### src/rtl/base_pkg.sv
// Shared select helpers for the steering and arbitration cells.
// Vectors are carried at MAX_WAYS bits; callers zero-extend narrower selects.
package base_pkg;

    localparam int MAX_WAYS = 32;

    typedef logic [MAX_WAYS-1:0] sel_vec_t;

    // Isolates the lowest set bit: index 0 wins.
    function automatic sel_vec_t pri_onehot(input sel_vec_t v);
        return v & (~v + sel_vec_t'(1));
    endfunction

    function automatic logic is_onehot(input sel_vec_t v);
        return (v != '0) && ((v & (v - sel_vec_t'(1))) == '0);
    endfunction

endpackage

### src/rtl/base_prisplit_slot.sv
// One-entry registered output slot: load to o_v in 1 cycle.
// Reports free when empty or draining, so a load and a drain may share a cycle.
module base_prisplit_slot #(
    parameter int width = 1
) (
    input  logic             clk,
    input  logic             reset_n,
    input  logic             load,
    input  logic [0:width-1] d,
    output logic             o_v,
    input  logic             o_r,
    output logic [0:width-1] o_d,
    output logic             free
);

    logic             full;
    logic [0:width-1] data;

    always_ff @(posedge clk or negedge reset_n) begin
        if (!reset_n) begin
            full <= 1'b0;
            data <= '0;
        end else begin
            if (load) begin
                full <= 1'b1;
                data <= d;
            end else if (full && o_r) begin
                // Data is left in place on drain; consumers qualify with o_v.
                full <= 1'b0;
            end
        end
    end

    assign o_v  = full;
    assign o_d  = data;
    assign free = ~full | o_r;

endmodule

### src/rtl/base_prisplit.sv
// Steers each input beat to the lowest-index way in i_sel; 1-cycle latency to o_v.
// i_r follows the selected slot's free flag; a zero select is always accepted and dropped.
module base_prisplit
    import base_pkg::*;
#(
    parameter int ways  = 2,
    parameter int width = 1
) (
    input  logic                   clk,
    input  logic                   reset_n,
    input  logic                   i_v,
    output logic                   i_r,
    input  logic [0:width-1]       i_d,
    input  logic [0:ways-1]        i_sel,
    output logic [0:ways-1]        o_v,
    input  logic [0:ways-1]        o_r,
    output logic [0:ways*width-1]  o_d,
    output logic                   o_err
);

    sel_vec_t        sel_vec;
    sel_vec_t        sel_oh;
    sel_vec_t        free_vec;
    logic [0:ways-1] free;
    logic [0:ways-1] load;
    logic            sel_zero;
    logic            xfer;
    logic            err_q;

    // Re-index the select into the package's little-endian vector form.
    always_comb begin
        sel_vec  = '0;
        free_vec = '0;
        for (int k = 0; k < ways; k++) begin
            sel_vec[k]  = i_sel[k];
            free_vec[k] = free[k];
        end
    end

    assign sel_oh   = pri_onehot(sel_vec);
    assign sel_zero = (sel_vec == '0);
    assign i_r      = sel_zero | (|(sel_oh & free_vec));
    assign xfer     = i_v & i_r;

    always_comb begin
        load = '0;
        for (int k = 0; k < ways; k++) begin
            load[k] = xfer & sel_oh[k];
        end
    end

    for (genvar k = 0; k < ways; k++) begin : g_slot
        base_prisplit_slot #(
            .width (width)
        ) u_slot (
            .clk     (clk),
            .reset_n (reset_n),
            .load    (load[k]),
            .d       (i_d),
            .o_v     (o_v[k]),
            .o_r     (o_r[k]),
            .o_d     (o_d[k*width +: width]),
            .free    (free[k])
        );
    end

    always_ff @(posedge clk or negedge reset_n) begin
        if (!reset_n) begin
            err_q <= 1'b0;
        end else begin
            err_q <= xfer & ~is_onehot(sel_vec);
        end
    end

    assign o_err = err_q;

endmodule

### config.mk
export PLATFORM = sky130hd
export DESIGN_NAME = base_prisplit
export DESIGN_NICKNAME = d
export VERILOG_FILES = /design/src/rtl/base_pkg.sv /design/src/rtl/base_prisplit_slot.sv /design/src/rtl/base_prisplit.sv
export SDC_FILE = /design/constraint.sdc
export NUM_CORES = 1
export LEC_CHECK = 0
export ABC_AREA = 1
export CAP_MARGIN = 10
export CELL_PAD_IN_SITES_DETAIL_PLACEMENT = 0
export CELL_PAD_IN_SITES_GLOBAL_PLACEMENT = 1
export CORE_AREA = 2 2 39 41
export CTS_CLUSTER_SIZE = 30
export DETAILED_ROUTE_END_ITERATION = 7
export DIE_AREA = 0 0 41 43
export GPL_TIMING_DRIVEN = 0
export HOLD_SLACK_MARGIN = 0.05
export PLACE_DENSITY_LB_ADDON = 0.1
export RECOVER_POWER = 100
export SYNTH_ARGS = -nofsm -noshare
export SYNTH_HDL_FRONTEND = slang
export SYNTH_SLANG_ARGS = --single-unit
### constraint.sdc
create_clock -name clk -period 1.08 [get_ports clk]
set_input_delay 0.216 -clock clk [delete_from_list [all_inputs] [get_ports clk]]
set_output_delay 0.216 -clock clk [all_outputs]
set_load 0.05 [all_outputs]
==> impl_results.md, run 1 <==
* Outcome: finished, violations left
* Violations in the final reports: setup timing
* Yosys top cell area share at 0.429
* Area grow syn2layout at 73.0%
* Min cycle time layout at 1210 ps
* Die W at 41 um
* Power Density at 1420 mW/mm^2
* Number of synthesized flops with an enable pin at 0
* CTS tree: built
* Largest net degree at the start of global routing at 6
* Post-route ant nets at 0
* Vias in the first global route at 245
* HP Class: in -> async
* Synth Cell Area at 292 sq um
* Fmax at 829 MHz
* XOR/XNOR Fraction of Synth Area at 0
* Crit-path cells: nand2_2 > nand2_2 > nand3_4 > buf_8
* Mapped Avg Cell Area at 8.83 sq um
* Setup Slack @ Placement at -1130 ps
* Mapped Cells at 33
* Sequential power share at 0.311
* Rows at 14
* Slew HR at 0.817
* Compound-Gate Fraction of Synth Area at 0
* Mux share of post-synthesis cell area at 0
* Synth Flop Type: dfrtp_1
* Arrival time worst endpoint at 990 ps
* Antenna violations before repair at 0
* Leading post-synthesis cells by cell area: dfrtp_1, buf_4, nand2_1, ha_1, inv_1
* Critical Path Slowest Stage Cell: dfrtp_1
* Via-per-instance ratio at 3.80
* Yosys cell types at 10
* MaxCap Viol Count at 0
* Clk_skew at 0.0735 ps
* CTS H-tree lvls at 1
* Top Ports at 14
* Yosys warning count at 0
* Peak supply drop at 0.384 mV
* Crit-path most repeated cell: nand2_2
* Most common cell in the synthesized netlist: nand2_1
* Nets at 64
* Crit Path Category: reg -> out
* Comb pwr share at 0.397
* Worst Path Max Fanout at 2
* Drt first pass iters at 1
* Die height at 43 um
* Max Slew Vio Count at 0
* Sequential fraction of the synthesis area at 0.429
* Worst-Margin Slew at 276 ps
* DP HPWL at 463 um
* Routed WL at 593 um
* Synth async-reset ratio at 1.00
* Psw at 0.248 mW
* CTS Buf Count at 3
* RSZ-0062 raised after global routing: yes
* Final core utilization at 0.364
* Worst Setup End Kind: output port
* CTS Sinks at 5
* RD Place Congestion at 0.661
* Register bit total from synthesis at 5
* Clk Latency, worst-skew pair at 240 ps
* Crit-path max cell delay at 380 ps
* Root buf cell: clkbuf_4
* Port buffer count at 13
* Layout cell share with drive strength beyond 1 at 0.491
* Crit path buf inv count at 1
* Setup violations, final at 6
* Largest family of logic cells by synthesized area: simple AND/OR/NAND/NOR gates
* Global Route Usage Sum at 0.0876
* CP top delay family: flip-flops
* Simple-Gate Fraction of Synth Area at 0.318
* Adder-cell share of the synthesized area at 0.0858
* # DRC at 0
* Vias at 262
* Share of the clock period used by the worst path at 1.12
* DRT iter0 DRCs at 0
* Slack of the critical path at -126 ps
* Die Footprint at 0.00176 sq mm
* Post-synth top cells: nand2_1, dfrtp_1, inv_1
* Switching share of total power at 0.346
* Core Box Area at 0.00138 sq mm
* Final hold violations at 0
* Lkg Pwr at 0.270 nW
* Mapped Nets at 43
* First-pass GRT wire length at 945 um
* Clk pin slew, worst setup/hold paths at 40 ps
* Startpoint types: register
* Hold buffers post-CTS at 0
* Cell taking the most area after synthesis: dfrtp_1
* Longest Clk Path Bufs at 2
* Worst path required time at 860 ps
* Antenna cells at 0
* Starting Density at 0.211
* Wire per inst at 8.59 um
* Clk pwr share at 0.292
* GRT overflow at 0
* Internal cell power at 0.469 mW
## cell families after synthesis
logic type | Yosys count
AND/OR/NAND/NOR | 17
buffers and inverters | 9
flip-flops | 5
adder cells (fa/ha/maj) | 2
## power by group through the flow
stage / logic, mW / clock network, mW / registers (mW)
6_report: 0.284 / 0.209 / 0.223
4_1_cts: 0.293 / 0.220 / 0.229
2_1_floorplan: 0.165 / 0 / 0.233
3_3_place_gp: 0.264 / 0 / 0.225
3_5_place_dp: 0.265 / 0 / 0.226
5_1_grt: 0.304 / 0.234 / 0.225
## per-stage QoR
stage,hold WS [ps],setup TNS (ps),std cells,power (mW),area [sq um]
6_report,272,-264,69,0.717,504
5_1_grt,277,-645,69,0.763,504
4_1_cts,205,-221,68,0.742,498
3_5_place_dp,456,-4980,62,0.491,442
3_3_place_gp,454,-4850,62,0.489,442
2_1_floorplan,-79.6,0,33,0.398,292
## sequential cells by signal (all words and copies together), names as in the netlist
register	flops
o_err	1
g_slot.u_slot.o_d	2
g_slot.u_slot.o_v	2
## metal layers
layer | up-vias | global-route usage | part of all wire
met3 | 0 | 0.0157 | 0.079
met4 | 0 | 0.120 | 0
met1 | 114 | 0.104 | 0.43
met5 | - | 0 | 0
li1 | 137 | - | -
met2 | 11 | 0.106 | 0.49
## repair_timing
item,in CTS,in global routing
setup endpoints to repair,11,7
pin swaps,3,3
buffers inserted,4,1
gates resized for setup,52,6
## final cells by class
| cell class | count | area, sq um |
|---|---|---|
| repair buffers | 18 | 161 |
| well taps | 16 | 20.0 |
| clock buffers | 4 | 26.3 |
| fillers | 149 | 880 |
| multi-input cells | 19 | 138 |
| inverters | 5 | 18.8 |
| plain buffers | 2 | 15.0 |
| flip-flops and latches | 5 | 125 |
## path summary, 6_finish.rpt
check,depth (start not counted),start,slack [ps],to
worst max-delay path,4,g_slot[0].u_slot.o_v,-130,i_r
worst min register to register,2,g_slot[0].u_slot.o_v,510,g_slot[0].u_slot.o_v
min in group clk,3,i_sel[0],290,g_slot[0].u_slot.o_d
max in group asynchronous,1,reset_n,620,g_slot[0].u_slot.o_d
worst min-delay path,1,reset_n,270,o_err
worst max register to register,8,g_slot[0].u_slot.o_v,-60,g_slot[0].u_slot.o_d
## worst reg2reg max path, stage by stage, from the launching register on
cell     delay [ps]
dfrtp_1         380
nand2_2          80
nand2_2          60
nand3_4          90
buf_4           110
buf_6           110
nand3_1          80
nand2_1          70
nand2_1          40
## cell usage in the layout, fill, tap and decap left out, drive strengths merged
master          n
nand4           2
clkdlybuf4s15   1
clkdlybuf4s50   2
dlygate4sd3     1
inv             5
buf            13
nor2            1
clkbuf          5
dlygate4sd2     2
ha              2
nand3           3
nand2          11
dfrtp           5
Note: power is estimated with default switching activity, not from simulation.
==> inputs of run 2 (changes only) <==
GPL_TIMING_DRIVEN = default   (was 0)
RECOVER_POWER = 25   (was 100)
SLEW_MARGIN = 25   (was default)
==> run 2 against run 1 <==
- the flow still finishes with violations (setup timing)
- cell count grew 5.8%
- non-clock buffer count grew 4
- via count grew 14%
==> impl_results.md, run 2 (synthesis gave the netlist of run 1 again) <==
* # DRC at 0 (unchanged)
* CTS tree: built (unchanged)
* Area grow syn2layout at 113% (was 73.0%)
* Commonest non-fill, non-tap cell in the layout: buf_4 (unchanged)
* Hold buffers post-CTS at 0 (unchanged)
* Die Footprint at 0.00176 sq mm (unchanged)
* Worst path required time at 860 ps (about the same)
* Slack of the critical path at -136 ps (was -126 ps)
* Fillcell total at 142 (was 149)
* Arrival time worst endpoint at 1000 ps (was 990 ps)
* Crit-path max cell delay at 250 ps (was 380 ps)
* Die W at 41 um (unchanged)
* CTS Sinks at 5 (unchanged)
* Drt first pass iters at 1 (unchanged)
* CTS H-tree lvls at 1 (unchanged)
* Crit path buf inv count at 3 (was 1)
* Clk pin slew, worst setup/hold paths at 40 ps (about the same)
* Violations in the final reports: setup timing (unchanged)
* DP HPWL at 511 um (was 463 um)
* Outcome: finished, violations left (unchanged)
* Fmax at 822 MHz (was 829 MHz)
* Max Slew Vio Count at 0 (unchanged)
* Layout cell share with drive strength beyond 1 at 0.544 (was 0.491)
* GRT overflow at 0 (unchanged)
* Comb pwr share at 0.444 (was 0.397)
* Switching share of total power at 0.334 (was 0.346)
* Final hold violations at 0 (unchanged)
* Post-route ant nets at 0 (unchanged)
* Peak supply drop at 0.404 mV (was 0.384 mV)
* Crit Path Category: in -> out (was reg -> out)
* Root buf cell: clkbuf_4 (unchanged)
* Starting Density at 0.211 (unchanged)
* Crit-path cells: dlygate4sd2_1 > inv_1 > ha_2 > nand2_2 > nand3_4 > buf_12 (was nand2_2 > nand2_2 > nand3_4 > buf_8)
* Most frequent cells in the layout: buf_4, nand2_2, buf_12, nand2_1, dfrtp_1 (was buf_4, nand2_1, nand2_2, dfrtp_1, inv_1)
* Worst Setup End Kind: output port (unchanged)
* RSZ-0062 raised after global routing: yes (unchanged)
* Vias in the first global route at 299 (was 245)
* Routed WL at 665 um (was 593 um)
* Clk Latency, worst-skew pair at 240 ps (about the same)
* Critical Path Slowest Stage Cell: dlygate4sd2_1 (was dfrtp_1)
* Clk pwr share at 0.263 (was 0.292)
* Sequential power share at 0.293 (was 0.311)
* Antenna cells at 0 (unchanged)
* Power Density at 1290 mW/mm^2 (was 1420 mW/mm^2)
* MaxCap Viol Count at 0 (unchanged)
* Top Ports at 14 (unchanged)
* Worst-Margin Slew at 291 ps (was 276 ps)
* HP Class: in -> async (unchanged)
* Startpoint types: primary input (was register)
* Final core utilization at 0.449 (was 0.364)
* First-pass GRT wire length at 1.17 mm (was 945 um)
* Core Box Area at 0.00138 sq mm (unchanged)
* RD Place Congestion at 0.690 (was 0.661)
* Psw at 0.268 mW (was 0.248 mW)
* Via-per-instance ratio at 4.08 (was 3.80)
* Min cycle time layout at 1220 ps (was 1210 ps)
* Vias at 298 (was 262)
* Share of the clock period used by the worst path at 1.13 (was 1.12)
* Worst Path Max Fanout at 2 (unchanged)
* Largest net degree at the start of global routing at 6 (unchanged)
* Clk_skew at 1.41 ps (was 0.0735 ps)
* Internal cell power at 0.534 mW (was 0.469 mW)
* Reg2Reg Setup Slack at -50 ps (was -60 ps)
* Die height at 43 um (unchanged)
* Global Route Usage Sum at 0.109 (was 0.0876)
* CP top delay family: buffers and inverters (was flip-flops)
* Setup violations, final at 7 (was 6)
* Lkg Pwr at 0.312 nW (was 0.270 nW)
* CTS Buf Count at 3 (unchanged)
* Slew HR at 0.805 (was 0.817)
* Longest Clk Path Bufs at 2 (unchanged)
* Wire per inst at 9.11 um (was 8.59 um)
* Hold Slack at 262 ps (was 272 ps)
* Port buffer count at 13 (unchanged)
* Antenna violations before repair at 0 (unchanged)
* DRT iter0 DRCs at 0 (unchanged)
* Rows at 14 (unchanged)
* Nets at 68 (was 64)
[run 2: final timing paths]
check,startpoint,end,cells after the start
setup / recovery,i_sel[0],i_r,6
hold / removal,reset_n,g_slot[0].u_slot.o_v,1
setup reg to reg,g_slot[0].u_slot.o_v,g_slot[0].u_slot.o_d,8
hold reg to reg,g_slot[0].u_slot.o_v,g_slot[0].u_slot.o_v,2
max in group asynchronous,reset_n,o_err,1
min in group clk,o_r[0],g_slot[0].u_slot.o_v,4
[run 2: power by group through the flow]
stage / combinational, mW / clock, mW / sequential (mW)
detailed placement: 0.317 / 0 / 0.236
global route: 0.376 / 0.245 / 0.238
floorplan: 0.165 / 0 / 0.233
finish: 0.356 / 0.211 / 0.235
CTS: 0.336 / 0.220 / 0.235
global placement: 0.314 / 0 / 0.235
[run 2: cell type report]
class	instances	area, sq um	share of cell area
Multi-Input combinational cell	19	153	0.245
Timing Repair Buffer	24	279	0.449
Tap cell	16	20.0	0.0322
Inverter	5	18.8	0.0302
Clock buffer	4	26.3	0.0423
Sequential cell	5	125	0.201
[run 2: metrics by stage]
stage / TNS [ps] / cells / cell area (sq um) / worst slack [ps] / total power, mW
after detailed placement: -2330 / 62 / 502 / -473 / 0.553
after global placement: -2130 / 62 / 502 / -439 / 0.549
after CTS: -342 / 71 / 573 / -157 / 0.791
after floorplan: 0 / 33 / 292 / 29.6 / 0.398
final: -413 / 73 / 622 / -136 / 0.802
after global routing: -942 / 73 / 622 / -205 / 0.859
[run 2: per-layer routing]
metal  vias up  share of wire  global-route usage
met3         2          0.095              0.0366
met2        13           0.59               0.166
met5         -              0                   0
met1       138           0.29              0.0980
met4         0          0.021               0.120
li1        145              -                   -
[run 2: what timing repair did]
action                     CTS  global route
setup buffers                5             2
resized for setup            9             7
setup endpoints to repair    8             8
pin swaps                    5             3
==> inputs of run 3 (changes only) <==
clock period = 1.1 ns   (was 1.08 ns; I/O delays follow)
==> run 3 against run 2 <==
- the flow still finishes with violations (setup timing)
- setup slack better by 33 ps
- largest cell class unchanged
- largest power group unchanged
- register-to-register slack gained 100 ps
- sequential share of layout area increased by 3.0 points
- combinational power shrank 12%
- critical path depth fell by 2
- critical endpoint unchanged
- final area decreased by 13%
==> impl_results.md, run 3 (synthesis gave the netlist of run 1 again) <==
* Outcome: finished, violations left (unchanged)
* Violations in the final reports: setup timing (unchanged)
* Clk_skew at 1.31 ps (was 1.41 ps)
* Worst-Margin Slew at 222 ps (was 291 ps)
* DP HPWL at 461 um (was 511 um)
* Worst Path Max Fanout at 2 (unchanged)
* Slew HR at 0.852 (was 0.805)
* Die height at 43 um (unchanged)
* Critical Path Slowest Stage Cell: dfrtp_1 (was dlygate4sd2_1)
* Core Box Area at 0.00138 sq mm (unchanged)
* Top Ports at 14 (unchanged)
* Routed WL at 552 um (was 665 um)
* Placed Area at 494 sq um (was 502 sq um)
* RD Place Congestion at 0.673 (was 0.690)
* Clk pin slew, worst setup/hold paths at 40 ps (about the same)
* Longest Clk Path Bufs at 2 (unchanged)
* HP Class: in -> async (unchanged)
* Commonest non-fill, non-tap cell in the layout: nand2_1 (was buf_4)
* Drt first pass iters at 3 (was 1)
* Die W at 41 um (unchanged)
* Wire per inst at 8.24 um (was 9.11 um)
* Post-route ant nets at 0 (unchanged)
* Largest net degree at the start of global routing at 6 (unchanged)
* Slack of the critical path at -103 ps (was -136 ps)
* M3 GR Usage at 0.0262 (was 0.0366)
* # DRC at 0 (unchanged)
* Most frequent cells in the layout: nand2_1, buf_12, dfrtp_1, buf_4, nand2_2 (was buf_4, nand2_2, buf_12, nand2_1, dfrtp_1)
* Peak supply drop at 0.432 mV (was 0.404 mV)
* Vias in the first global route at 244 (was 299)
* Register Area at 125 sq um (unchanged)
* Hold buffers post-CTS at 0 (unchanged)
* Reg2Reg Setup Slack at 50 ps (was -50 ps)
* Arrival time worst endpoint at 980 ps (was 1000 ps)
* Area of the multi-input gates at 128 sq um (was 153 sq um)
* Rows at 14 (unchanged)
* Fmax at 831 MHz
* Crit-path max cell delay at 380 ps (was 250 ps)
* Port buffer count at 13 (unchanged)
* Crit-path most repeated cell: nand2_2
* Clk Latency, worst-skew pair at 240 ps (about the same)
* Starting Density at 0.211 (unchanged)
* Antenna violations before repair at 0 (unchanged)
* Min cycle time layout at 1200 ps
* Post-route cell area at 542 sq um (was 622 sq um)
* Nets at 62 (was 68)
* Final hold violations at 0 (unchanged)
* CTS Sinks at 5 (unchanged)
* GRT overflow at 0 (unchanged)
* Antenna cells at 0 (unchanged)
* Startpoint types: register (was primary input)
* CTS Buf Count at 3 (unchanged)
* Worst path required time at 880 ps (was 860 ps)
* Global Route Usage Sum at 0.0868 (was 0.109)
* MaxCap Viol Count at 0 (unchanged)
* Root buf cell: clkbuf_4 (unchanged)
* Fillcell total at 145 (was 142)
* Lkg Pwr at 0.278 nW (was 0.312 nW)
* Setup tns final at -135 ps (was -413 ps)
* Max Slew Vio Count at 0 (unchanged)
* Global-route track usage on met1 at 0.0784 (was 0.0980)
* First-pass GRT wire length at 924 um (was 1.17 mm)
* Via-per-instance ratio at 3.87 (was 4.08)
* GR Util met2 at 0.122 (was 0.166)
* Vias at 259 (was 298)
* RSZ-0062 raised after global routing: yes (unchanged)
* Worst Reg2Reg Path Length in Cells at 7 (was 8)
* Crit-path cells: nand2_2 > nand2_2 > nand3_4 > buf_12 (was dlygate4sd2_1 > inv_1 > ha_2 > nand2_2 > nand3_4 > buf_12)
* CTS H-tree lvls at 1 (unchanged)
* Power Density at 1380 mW/mm^2 (was 1290 mW/mm^2)
* Share of the clock period used by the worst path at 1.09
* Crit Path Category: reg -> out (was in -> out)
* Reg-to-Reg Start: g_slot[0].u_slot.o_v (unchanged)
* Die Footprint at 0.00176 sq mm (unchanged)
* Area grow syn2layout at 85.8% (was 113%)
* DRT iter0 DRCs at 4 (was 0)
* Layer with the highest usage: met2 (unchanged)
* CTS tree: built (unchanged)
* Layout cell share with drive strength beyond 1 at 0.451 (was 0.544)
* Worst Setup End Kind: output port (unchanged)
* Worst reg2reg endpoint: g_slot[0].u_slot.o_d (unchanged)
* Setup Slack @ Placement at -448 ps (was -473 ps)
* Setup violations, final at 3 (was 7)
run 3: routing by layer:
layer,wire length (um),vias to the layer above
met4,14,0
met1,206,109
met5,0,-
met3,62,2
li1,-,135
met2,269,13
run 3: critical path: cells and delay by family (launching register included):
family	cells	cell delay [ps]
buffers and inverters	1	140
DFF	1	380
and+or+nand+nor	3	230
run 3: final cells by class:
| type | count | share of cell area |
|---|---|---|
| clock buffers | 4 | 0.0485 |
| inverters | 5 | 0.0346 |
| multi-input cells | 19 | 0.236 |
| flip-flops and latches | 5 | 0.231 |
| well taps | 16 | 0.0370 |
| repair buffers | 18 | 0.413 |
run 3: report_power, final:
group | internal (mW) | switching [mW]
logic | 0.154 | 0.158
clock network | 0.137 | 0.0713
registers | 0.208 | 0.0208
total | 0.499 | 0.250
run 3: timing repair:
item | 4_1_cts | 5_1_grt
setup endpoints to repair | 7 | 5
gates resized for setup | 7 | 3
pin swaps | 4 | 3
hold endpoints to repair | 0 | 0
buffers inserted | 2 | 1
cloned | 0 | 0
run 3: per-stage QoR:
| stage | util | hold WS [ps] | cells | total power, mW |
|---|---|---|---|---|
| after floorplan | - | -75.6 | 33 | 0.391 |
| after global placement | 0.357 | 458 | 61 | 0.535 |
| after detailed placement | 0.357 | 456 | 61 | 0.538 |
| after CTS | 0.387 | 196 | 67 | 0.761 |
| after global routing | 0.392 | 270 | 67 | 0.799 |
| final | 0.392 | 267 | 67 | 0.749 |
run 3: worst max-delay path by stage:
| stage | endpoint | cells past startpoint | slack (ps) | from |
|---|---|---|---|---|
| floorplan | g_slot[0].u_slot.o_d | 7 | 50 | i_sel[0] |
| global placement | i_r | 6 | -430 | i_sel[0] |
| detailed placement | i_r | 6 | -450 | i_sel[0] |
| CTS | i_r | 4 | -130 | g_slot[0].u_slot.o_v |
| global route | i_r | 4 | -160 | g_slot[1].u_slot.o_v |
| finish | i_r | 4 | -100 | g_slot[0].u_slot.o_v |
